<file path="config.mk">
export PLATFORM = sky130hd
export DESIGN_NAME = latch_load_ctrl
export DESIGN_NICKNAME = d
export VERILOG_FILES = /design/src/rtl/ecelab_pkg.sv /design/src/rtl/button_debounce.sv /design/src/rtl/latch_load_ctrl.sv
export SDC_FILE = /design/constraint.sdc
export NUM_CORES = 1
export LEC_CHECK = 0
export CAP_MARGIN = 20
export CORE_MARGIN = 1.5
export CORE_UTILIZATION = 50
export CTS_CLUSTER_DIAMETER = 150
export DETAILED_ROUTE_END_ITERATION = 10
export PLACE_DENSITY = 0.7
export RECOVER_POWER = 100
export SYNTH_ARGS = -nofsm -noshare
export SYNTH_HDL_FRONTEND = slang
export SYNTH_HIERARCHICAL = 1
export SYNTH_SLANG_ARGS = --single-unit
</file>
<file path="constraint.sdc">
create_clock -name clk -period 5.6 [get_ports clk]
set_input_delay 1.4 -clock clk [delete_from_list [all_inputs] [get_ports clk]]
set_output_delay 1.4 -clock clk [all_outputs]
set_load 0.02 [all_outputs]
</file>
<file path="src/rtl/ecelab_pkg.sv">
// Shared types and timing constants for the lab latch-loading blocks.
package ecelab_pkg;

  // Load-sequence FSM states.
  typedef enum logic [2:0] {
    IDLE   = 3'd0,
    SETUP  = 3'd1,
    ENABLE = 3'd2,
    HOLD   = 3'd3,
    FINISH = 3'd4
  } ld_state_e;

  // 10 ms of stable input at a 100 MHz clock.
  localparam int unsigned DEBOUNCE_100MHZ_10MS = 1000000;

  // Largest of three cycle counts; sizes the shared phase counter.
  function automatic int unsigned max3(input int unsigned a,
                                       input int unsigned b,
                                       input int unsigned c);
    int unsigned m;
    m = (a > b) ? a : b;
    return (m > c) ? m : c;
  endfunction

endpackage

</file>
<file path="src/rtl/button_debounce.sv">
// Synchronizes a raw push-button, debounces it and flags accepted presses.
module button_debounce
  import ecelab_pkg::*;
#(
  parameter int unsigned DEBOUNCE_CYCLES = DEBOUNCE_100MHZ_10MS
) (
  input  logic clk,
  input  logic rst_n,
  input  logic raw,
  output logic stable,
  output logic rise
);

  localparam int unsigned CNT_W = $clog2(DEBOUNCE_CYCLES + 1);
  localparam logic [CNT_W-1:0] CNT_LAST = CNT_W'(DEBOUNCE_CYCLES - 1);

  logic             sync1_q;
  logic             sync2_q;
  logic             stable_q;
  logic             stable_d;
  logic             rise_q;
  logic             rise_d;
  logic [CNT_W-1:0] cnt_q;
  logic [CNT_W-1:0] cnt_d;

  // Count consecutive cycles the synchronized level disagrees with the accepted one.
  always_comb begin
    stable_d = stable_q;
    cnt_d    = '0;
    if (sync2_q != stable_q) begin
      if (cnt_q == CNT_LAST) begin
        stable_d = sync2_q;
      end else begin
        cnt_d = cnt_q + CNT_W'(1);
      end
    end
    rise_d = stable_d & ~stable_q;
  end

  // Two-flop synchronizer plus debounce state.
  always_ff @(posedge clk or negedge rst_n) begin
    if (!rst_n) begin
      sync1_q  <= 1'b0;
      sync2_q  <= 1'b0;
      stable_q <= 1'b0;
      rise_q   <= 1'b0;
      cnt_q    <= '0;
    end else begin
      sync1_q  <= raw;
      sync2_q  <= sync1_q;
      stable_q <= stable_d;
      rise_q   <= rise_d;
      cnt_q    <= cnt_d;
    end
  end

  assign stable = stable_q;
  assign rise   = rise_q;

endmodule

</file>
<file path="src/rtl/latch_load_ctrl.sv">
// Drives a level-sensitive latch bank: stable D around a single clean E window per press.
module latch_load_ctrl
  import ecelab_pkg::*;
#(
  parameter int unsigned WIDTH           = 4,
  parameter int unsigned DEBOUNCE_CYCLES = DEBOUNCE_100MHZ_10MS,
  parameter int unsigned SETUP_CYCLES    = 2,
  parameter int unsigned EN_CYCLES       = 4,
  parameter int unsigned HOLD_CYCLES     = 2
) (
  input  logic             clk,
  input  logic             rst_n,
  input  logic             btn_raw,
  input  logic [WIDTH-1:0] d_raw,
  output logic             E,
  output logic [WIDTH-1:0] D,
  output logic             busy,
  output logic             done
);

  localparam int unsigned MAX_CYC = max3(SETUP_CYCLES, EN_CYCLES, HOLD_CYCLES);
  localparam int unsigned CNT_W   = (MAX_CYC > 1) ? $clog2(MAX_CYC) : 1;
  localparam logic [CNT_W-1:0] SETUP_LD = CNT_W'(SETUP_CYCLES - 1);
  localparam logic [CNT_W-1:0] EN_LD    = CNT_W'(EN_CYCLES - 1);
  localparam logic [CNT_W-1:0] HOLD_LD  = CNT_W'(HOLD_CYCLES - 1);

  // Zero-length phases would let D move while the latch is transparent.
  if (SETUP_CYCLES < 1 || EN_CYCLES < 1 || HOLD_CYCLES < 1 || DEBOUNCE_CYCLES < 1) begin : g_param_err
    $error("latch_load_ctrl: SETUP/EN/HOLD_CYCLES and DEBOUNCE_CYCLES must all be >= 1");
  end

  logic             btn_stable;
  logic             btn_rise;
  logic             req_c;
  logic [WIDTH-1:0] d_sync1_q;
  logic [WIDTH-1:0] d_sync2_q;
  ld_state_e        state_q;
  ld_state_e        state_d;
  logic [CNT_W-1:0] cnt_q;
  logic [CNT_W-1:0] cnt_d;
  logic [WIDTH-1:0] d_q;
  logic [WIDTH-1:0] d_d;
  logic             e_q;
  logic             e_d;
  logic             busy_q;
  logic             busy_d;
  logic             done_q;
  logic             done_d;

  button_debounce #(
    .DEBOUNCE_CYCLES(DEBOUNCE_CYCLES)
  ) u_btn (
    .clk    (clk),
    .rst_n  (rst_n),
    .raw    (btn_raw),
    .stable (btn_stable),
    .rise   (btn_rise)
  );

  // A rise pulse always coincides with the accepted level being high.
  assign req_c = btn_rise & btn_stable;

  // Two-flop synchronizer for the data switches.
  always_ff @(posedge clk or negedge rst_n) begin
    if (!rst_n) begin
      d_sync1_q <= '0;
      d_sync2_q <= '0;
    end else begin
      d_sync1_q <= d_raw;
      d_sync2_q <= d_sync1_q;
    end
  end

  // Sequence FSM; D is captured only on an accepted request in IDLE.
  always_comb begin
    state_d = state_q;
    cnt_d   = cnt_q;
    d_d     = d_q;
    case (state_q)
      IDLE: begin
        if (req_c) begin
          d_d     = d_sync2_q;
          cnt_d   = SETUP_LD;
          state_d = SETUP;
        end
      end
      SETUP: begin
        if (cnt_q == '0) begin
          cnt_d   = EN_LD;
          state_d = ENABLE;
        end else begin
          cnt_d = cnt_q - CNT_W'(1);
        end
      end
      ENABLE: begin
        if (cnt_q == '0) begin
          cnt_d   = HOLD_LD;
          state_d = HOLD;
        end else begin
          cnt_d = cnt_q - CNT_W'(1);
        end
      end
      HOLD: begin
        if (cnt_q == '0) begin
          state_d = FINISH;
        end else begin
          cnt_d = cnt_q - CNT_W'(1);
        end
      end
      FINISH: begin
        state_d = IDLE;
      end
      default: begin
        state_d = IDLE;
      end
    endcase
    e_d    = (state_d == ENABLE);
    busy_d = (state_d != IDLE);
    done_d = (state_d == FINISH);
  end

  // State, counter and registered output decode of the next state.
  always_ff @(posedge clk or negedge rst_n) begin
    if (!rst_n) begin
      state_q <= IDLE;
      cnt_q   <= '0;
      d_q     <= '0;
      e_q     <= 1'b0;
      busy_q  <= 1'b0;
      done_q  <= 1'b0;
    end else begin
      state_q <= state_d;
      cnt_q   <= cnt_d;
      d_q     <= d_d;
      e_q     <= e_d;
      busy_q  <= busy_d;
      done_q  <= done_d;
    end
  end

  assign E    = e_q;
  assign D    = d_q;
  assign busy = busy_q;
  assign done = done_q;

endmodule
</file>
### After elaboration in Yosys (flattened, before gate mapping)

Index checks and enable logic that the tools add are counted.

| word-level totals | value |
|---|---|
| bits in registers | 44 |
| input bits | 7 |
| output and inout bits | 7 |
| logic and storage cells | 47 |

| cells by class | value |
|---|---|
| add/sub/neg operators | 2 |
| equal/unequal tests | 9 |
| multiplexer cells | 14 |
| bitwise operators | 3 |
| reduce and logical (&&, ||, !) cells | 6 |

Operator list:

| kind | count |
|---|---|
| 2-to-1 mux 20 bit | 2 |
| adder 20 x 1 -> 20 bit (second input constant) | 1 |
| == test 20 bit (second input constant) | 1 |
| 2-to-1 mux 3 bit | 4 |
| one-hot mux 3 bit (4 select lines) | 1 |
| == test 3 x 2 -> 1 bit (second input constant) | 3 |
| 2-to-1 mux 2 bit | 4 |
| one-hot mux 2 bit (4 select lines) | 1 |
| != test 2 bit (second input constant) | 2 |
| nonzero test 4 bit | 1 |
| == test 3 x 1 -> 1 bit (second input constant) | 1 |
| == test 3 bit (second input constant) | 1 |
| zero test 3 bit | 1 |
| AND reduction 3 bit | 1 |
| nonzero test 3 bit | 1 |
| bitwise AND 1 bit | 2 |
| zero test 2 bit | 1 |
| 2-to-1 mux 1 bit | 2 |
| AND reduction 2 bit | 1 |
| subtractor 2 x 1 -> 2 bit (second input constant) | 1 |
| != test 1 bit | 1 |
| NOT 1 bit | 1 |

### Longest topological paths before layout

Gate-level depths: netlist of the first run.

| logic depth | value |
|---|---|
| word-level depth | 4 |
| mapped depth | 6 |
| depth with buffers taken out | 5 |

### Modules after synthesis

The synthesis of the first run kept the hierarchy.

By module, submodules not included:

| module | times used | cells an instance | area an instance (um^2) | seq. area each (um^2) |
|---|---|---|---|---|
| button_debounce | 1 | 116 | 1136.1 | 600.6 |
| latch_load_ctrl | 1 | 56 | 767.0 | 500.5 |

### Least setup slack after synthesis of the first run

Ideal clock, no wire load.

| timing path | value |
|---|---|
| path type | register to register |
| start | reg u_btn.cnt_q[0] |
| end | reg u_btn.cnt_q[18] |
| arrival | 1.897 ns |
| slack | 3.625 ns |
| cell stages (with the launch flop) | 7 |
| path buffers | 1 |
| period minus slack after synthesis | 1.975 ns |
| cell sequence | dfrtp_1 > ha_1 > nand2_1 > or4_1 > buf_2 > or4_1 > a21oi_1 |

| on the way | value |
|---|---|
| word-level cells in the longest chain between the ends | 3 |
| elaborated cells between the ends (all ways) | 4 |
| those cells by class | add/sub: 1; eq/ne: 1; mux: 2 |

Ends and longest elaborated chain:

| item | RTL line | RTL |
|---|---|---|
| from (decl) | button_debounce.sv:23 | `logic [CNT_W-1:0] cnt_q;` |
| from (signal assigned) | button_debounce.sv:53 | `cnt_q <= cnt_d;` |
| adder 20 x 1 -> 20 bit or == test 20 bit (tied branches) | button_debounce.sv:34, button_debounce.sv:31 |  |
| 2-to-1 mux 20 bit (*) | button_debounce.sv:31 | `if (cnt_q == CNT_LAST) begin` |
| 2-to-1 mux 20 bit (*) | button_debounce.sv:30 | `if (sync2_q != stable_q) begin` |
| via u_btn.cnt_d[18] | button_debounce.sv:24 | `logic [CNT_W-1:0] cnt_d;` |

The timed path passes the listed nets; every way through them passes the cells marked *.
A chain may end at the register's enable or synchronous reset.

==> qor.csv, run 1 <==
metric;value;unit
leakagePower;0.0009233;uW
wl_per_cell;13.35;um
grt_pass1_wl;5526;um
violations;capacitance limit, slew limit;
firstDrtPassIters;4;
pre_cts_ws;3.259;ns
synth.avg_cell_area;11.06;um^2
ys_ff_latch;44;
cts_resized;0;
worst_path_max_delay_cell;clkbuf_1;
critPathKind;in -> async;
highest_layer;met3;
synthXorXnorAreaFrac;5.523;%
crit_required;5.53;ns
wl_met2;1748;um
io_pins;14;
post_cts_buffers;0;
num_rows;22;
area_growth;11.05;%
clkTransAtPathRegs;0.07;ns
detail_route.vias_per_cell;5.425;
path_max_fanout;44;
max_freq;0.3268;GHz
route.met3.wl;59;um
tightest_slew;2.246;ns
synth_compound_area_share;8.284;%
cp-start-kind;input pin;
gr-total-overflow;0;
dieArea;4185;um^2
synth_edf_count;0;
yosysWarnings;6;
die_w;64.70;um
grt_max_degree;45;
powerDensity;245.4;nW/um^2
die_y;64.70;um
num_vias;1264;
relSlewSlack;-49.76;%
synth-simple-area-share;18.61;%
ys.flop_type;dfrtp_1;
irDropWorstVdd;171.4;uV
grt_usage;17.03;%
root_buffer;clkbuf_8;
ys_async_sr_fraction;100.0;%
fin_tns_setup;0;ns
synth_fa_ha_area_share;1.972;%
crit_buf_inv;1;
post_dp_cell_area;2056;um^2
ys_seq_area_share;57.86;%
skew;0.005360;ns
drtIter0Drc;65;
hold_violations;0;
synth_top_family_by_area;simple AND/OR/NAND/NOR gates;
syn_inst;172;
gp_congestion;0.7841;
core_area;3661;um^2
initial_utilization;51.98;%
nNetsFinal;195;
clk_latency;0.28;ns
layout-drive-gt1-share;9.730;%
io_buffers;13;
routed_wirelength;3110;um
cpPeakStageDelay;1.57;ns
hpwl;2193;um
final_area;2113;um^2
synth_cell_type_count;40;
status;complete, but fails checks;
drc_errors;0;
netlist_area;1903;um^2
antenna_left;0;
grt_pass1_vias;1318;
cts_sinks;44;
syn_nets;182;
diodes;0;
endpoint_kind;async pin;
cts_tree;done;
ctsHoldBuffers;0;
numCtsBuffers;5;
cp_cell_sequence;clkbuf_1;
layout_setup_ws;2.540;ns
fin_crit_sh;54.65;%
drv_cap;1;
h-tree-depth;2;
rsz0062_at_grt;no;
hold_class;reg -> reg;
finalMaxSlewViolations;45;
worstPathArrival;2.99;ns
cts_buffer_depth;2;
fin_crit;3.060;ns
finalSetupViolations;0;
cp_top_family;buffers and inverters;
grt_antenna_before_repair;0;
met1Wirelength;1302;um
synthMuxAreaShare;3.485;%
-- placed cells by master, fill, tap and decap left out, types with 2 or more instances in the layout --
master,Yosys,layout
or4_1,5,5
clkbuf_1,5,3
or3_1,2,2
dfrtp_1,44,44
nand4_1,3,3
clkbuf_8,0,5
o31ai_1,3,3
mux2_2,5,4
ha_1,3,3
nand2_1,8,8
nand3_1,8,8
nor2_1,18,18
xor2_1,5,5
nor3_1,4,4
o21ai_0,6,6
inv_1,11,11
or3_2,3,3
a21oi_1,8,8
nor4_1,2,3
xnor2_1,7,7
dlygate4sd3_1,0,12
-- Yosys cell counts (all sizes together) (2+ instances only) --
library cell,n,area (um^2)
o31ai,3,22.52
or3,5,35.03
buf,3,21.27
nand4,3,18.77
and3,2,13.77
or4,5,37.54
nor4,3,33.78
nand2,8,30.03
xor2,5,43.79
xnor2,7,61.31
ha,3,37.54
dfrtp,44,1101
nand3,9,50.05
a21oi,8,40.04
nor3,4,20.02
nor2,18,67.56
mux2,5,56.30
o21ai,6,30.03
inv,11,41.29
clkbuf,5,18.77
-- where the power goes --
part	internal (uW)	leakage (uW)	switching (uW)
sequential	323	0.000589	3.14
combinational	4.51	0.000293	10.3
clock	84.8	0.0000410	92.8
total	412	0.000923	106
-- cell families (layout without fill, tap and decap cells) --
logic type / after synthesis / after routing
mux: 6 / 6
buf+inv: 19 / 32
xor+xnor: 12 / 12
simple gates: 63 / 63
flops: 44 / 44
fa+ha+maj: 3 / 3
compound gates: 25 / 25
-- flip-flops by register name (all words and copies together), names as in the netlist --
register / cells
d_sync1_q: 4
busy: 1
u_btn/sync1_q: 1
done: 1
u_btn/cnt_q: 20
u_btn/stable: 1
u_btn/rise: 1
cnt_q: 2
d_sync2_q: 4
D: 4
state_q: 3
E: 1
u_btn/sync2_q: 1
-- layout make-up --
| type | instances | area, um^2 |
|---|---|---|
| fillers | 304 | 1548 |
| flip-flops and latches | 44 | 1101 |
| multi-input cells | 109 | 705.7 |
| repair buffers | 14 | 127.6 |
| clock buffers | 6 | 72.57 |
| well taps | 48 | 60.06 |
| inverters | 11 | 41.29 |
| clock inverters | 1 | 5.005 |
-- worst paths after layout --
path,depth (start not counted),slack (ns),startpoint,end
worst max-delay path,1,2.54,rst_n,d_sync2_q[0]$_DFF_PN0_
worst min-delay path,0,0.35,d_sync1_q[1]$_DFF_PN0_,d_sync2_q[1]$_DFF_PN0_
worst max register to register,5,3.42,u_btn/cnt_q[0]$_DFF_PN0_,u_btn/cnt_q[18]$_DFF_PN0_
worst min register to register,0,0.35,d_sync1_q[1]$_DFF_PN0_,d_sync2_q[1]$_DFF_PN0_
max in group clk,1,2.89,D[1]$_DFFE_PN0P_,D[1]
min in group asynchronous,1,1.78,rst_n,u_btn/cnt_q[19]$_DFF_PN0_
-- stage by stage --
stage	cells	util, %	hold WS, ns	power, uW
after floorplan	172	-	0.3312	336.6
after global placement	226	56.15	0.3330	347.8
after detailed placement	226	56.15	0.3410	349.0
after CTS	233	58.27	0.3574	528.8
after global routing	233	57.72	0.3625	541.6
final	233	57.72	0.3542	518.5
-- per-layer routing --
layer  track usage (%)  vias up
li1                  -      617
met1             19.95      634
met2             30.86       13
met3             3.993        0
met4             5.319        0
met5                 0        -
(Power assumes the default switching activity.)
==> inputs of run 2 (changes only) <==
- PLACE_DENSITY: 0.7 -> 0.72
- clock period: 5.6 -> 2.79 ns (I/O delays scaled with it)
==> run 2 against run 1 <==
  * The run now ends clean
  * Via count fell by 0.16%
  * Highest routed layer is now met4
  * Final cell count rose by 0.43%
  * Sequential share of layout area fell by 1.1 points
  * Non-clock buffer count did not move
  * Die area did not move
  * Critical endpoint is now u_btn/cnt_q[16]$_DFF_PN0_
  * Largest power group unchanged
==> qor.csv, run 2 (synthesis results as in run 1) <==
metric;value;unit;change
holdWs;0.3531;ns;was 0.3542 ns
cp-start-kind;flip-flop;;was input pin
num_rows;22;;unchanged
finalMaxSlewViolations;0;;was 45
grt_usage;17.18;%;was 17.03%
gr-total-overflow;0;;unchanged
grt_pass1_vias;1281;;was 1,318
ctsHoldBuffers;0;;unchanged
clk_latency;0.30;ns;was 0.28 ns
skew;0.01243;ns;was 0.005360 ns
irDropWorstVdd;363.6;uV;was 171.4 uV
die_y;64.70;um;unchanged
crit_required;2.99;ns;was 5.53 ns
grt_max_degree;45;;unchanged
die_w;64.70;um;unchanged
fin_crit;2.150;ns;
clkTransAtPathRegs;0.08;ns;was 0.07 ns
post_cts_buffers;0;;unchanged
hpwl;2093;um;was 2193 um
cts_sinks;44;;unchanged
pre_cts_ws;0.6579;ns;was 3.259 ns
h-tree-depth;2;;unchanged
layout_setup_ws;0.6400;ns;was 2.540 ns
wl_per_cell;12.84;um;was 13.35 um
max_freq;0.4651;GHz;
worstPathArrival;2.35;ns;was 2.99 ns
cpPeakStageDelay;0.63;ns;was 1.57 ns
initial_utilization;51.98;%;unchanged
critPathKind;reg -> reg;;was in -> async
fin_tns_setup;0;ns;unchanged
tightest_slew;1.044;ns;was 2.246 ns
drv_cap;0;;was 1
num_vias;1262;;was 1,264
relSlewSlack;30.40;%;was -49.76%
final_common_cell;dfrtp_1;;unchanged
powerDensity;550.1;nW/um^2;was 245.4 nW/um^2
largest_register_ffs;20;;unchanged
leakagePower;0.0009454;uW;was 0.0009233 uW
root_buffer;clkbuf_8;;unchanged
grt_pass1_wl;5547;um;was 5526 um
io_buffers;13;;unchanged
hold_class;reg -> reg;;unchanged
io_pins;14;;unchanged
drc_errors;0;;unchanged
dieArea;4185;um^2;unchanged
numCtsBuffers;5;;unchanged
grt_antenna_before_repair;0;;unchanged
finalSetupViolations;0;;unchanged
rsz0062_at_grt;no;;unchanged
routed_wirelength;3005;um;was 3110 um
fin_util;58.95;%;was 57.72%
post_dp_cell_area;2056;um^2;unchanged
layout-drive-gt1-share;11.83;%;was 9.730%
endpoint_kind;flip-flop;;was async pin
cts_resized;0;;unchanged
final_cell_mix;44 x dfrtp_1, 18 x nor2_1, 12 x dlygate4sd3_1;;unchanged
diodes;0;;unchanged
final_area;2158;um^2;was 2113 um^2
drtIter0Drc;111;;was 65
largest_register;u_btn/cnt_q;;unchanged
nNetsFinal;195;;unchanged
cp_cell_sequence;ha_1 -> nand2_1 -> or4_1 -> or3_2 -> a21oi_1;;was clkbuf_1
antenna_left;0;;unchanged
area_growth;13.41;%;was 11.05%
cts_buffer_depth;2;;unchanged
firstDrtPassIters;5;;was 4
cts_tree;done;;unchanged
status;completed;;was complete, but fails checks
detail_route.vias_per_cell;5.393;;was 5.425
path_max_fanout;8;;was 44
worst_path_max_delay_cell;or4_1;;was clkbuf_1
fin_crit_sh;77.06;%;
gp_congestion;0.7519;;was 0.7841
core_area;3661;um^2;unchanged
hold_violations;0;;unchanged
[run 2: changes by cell type in the layout (fill, tap and decap cells not counted), sizes merged]
cell	delta
bufinv	+1
[run 2: final timing paths]
path / start / cells after the start / endpoint / slack (ns)
worst min register to register: d_sync1_q[3]$_DFF_PN0_ / 0 / d_sync2_q[3]$_DFF_PN0_ / 0.35
worst max-delay path: u_btn/cnt_q[0]$_DFF_PN0_ / 5 / u_btn/cnt_q[16]$_DFF_PN0_ / 0.64
max in group asynchronous: rst_n / 1 / u_btn/cnt_q[5]$_DFF_PN0_ / 1.57
worst max register to register: u_btn/cnt_q[0]$_DFF_PN0_ / 5 / u_btn/cnt_q[16]$_DFF_PN0_ / 0.64
min in group asynchronous: rst_n / 1 / u_btn/cnt_q[17]$_DFF_PN0_ / 0.58
worst min-delay path: d_sync1_q[3]$_DFF_PN0_ / 0 / d_sync2_q[3]$_DFF_PN0_ / 0.35
[run 2: routing by layer]
metal	track usage, %	up-vias	part of all wire [%]
li1	-	621	-
met1	22.05	611	47
met2	27.86	27	48
met3	5.208	3	4.3
met4	5.851	0	0.87
met5	0	-	0
[run 2: worst max-delay path, delay by kind of cell (launching register included)]
family          cells  cell delay (ns)
simple gates        3             1.23
flops               1             0.41
fa+ha+maj           1             0.26
compound gates      1             0.16
[run 2: metrics by stage]
step,power [uW],std cells
finish,1187,234
global route,1234,234
CTS,1203,234
detailed placement,700.1,226
global placement,698.0,226
floorplan,675.7,172
[run 2: layout make-up]
cell class | instances | area [um^2]
Fill cell | 307 | 1503
Inverter | 11 | 41.29
Sequential cell | 44 | 1101
Clock inverter | 2 | 38.79
Tap cell | 48 | 60.06
Clock buffer | 6 | 82.58
Timing Repair Buffer | 14 | 128.9
Multi-Input combinational cell | 109 | 705.7
[run 2: report_power, final]
part           switching, uW  total (uW)  internal [uW]
combinational           20.7        29.9           9.24
clock                    210         503            293
sequential              6.56         654            648
total                    238        1190            950
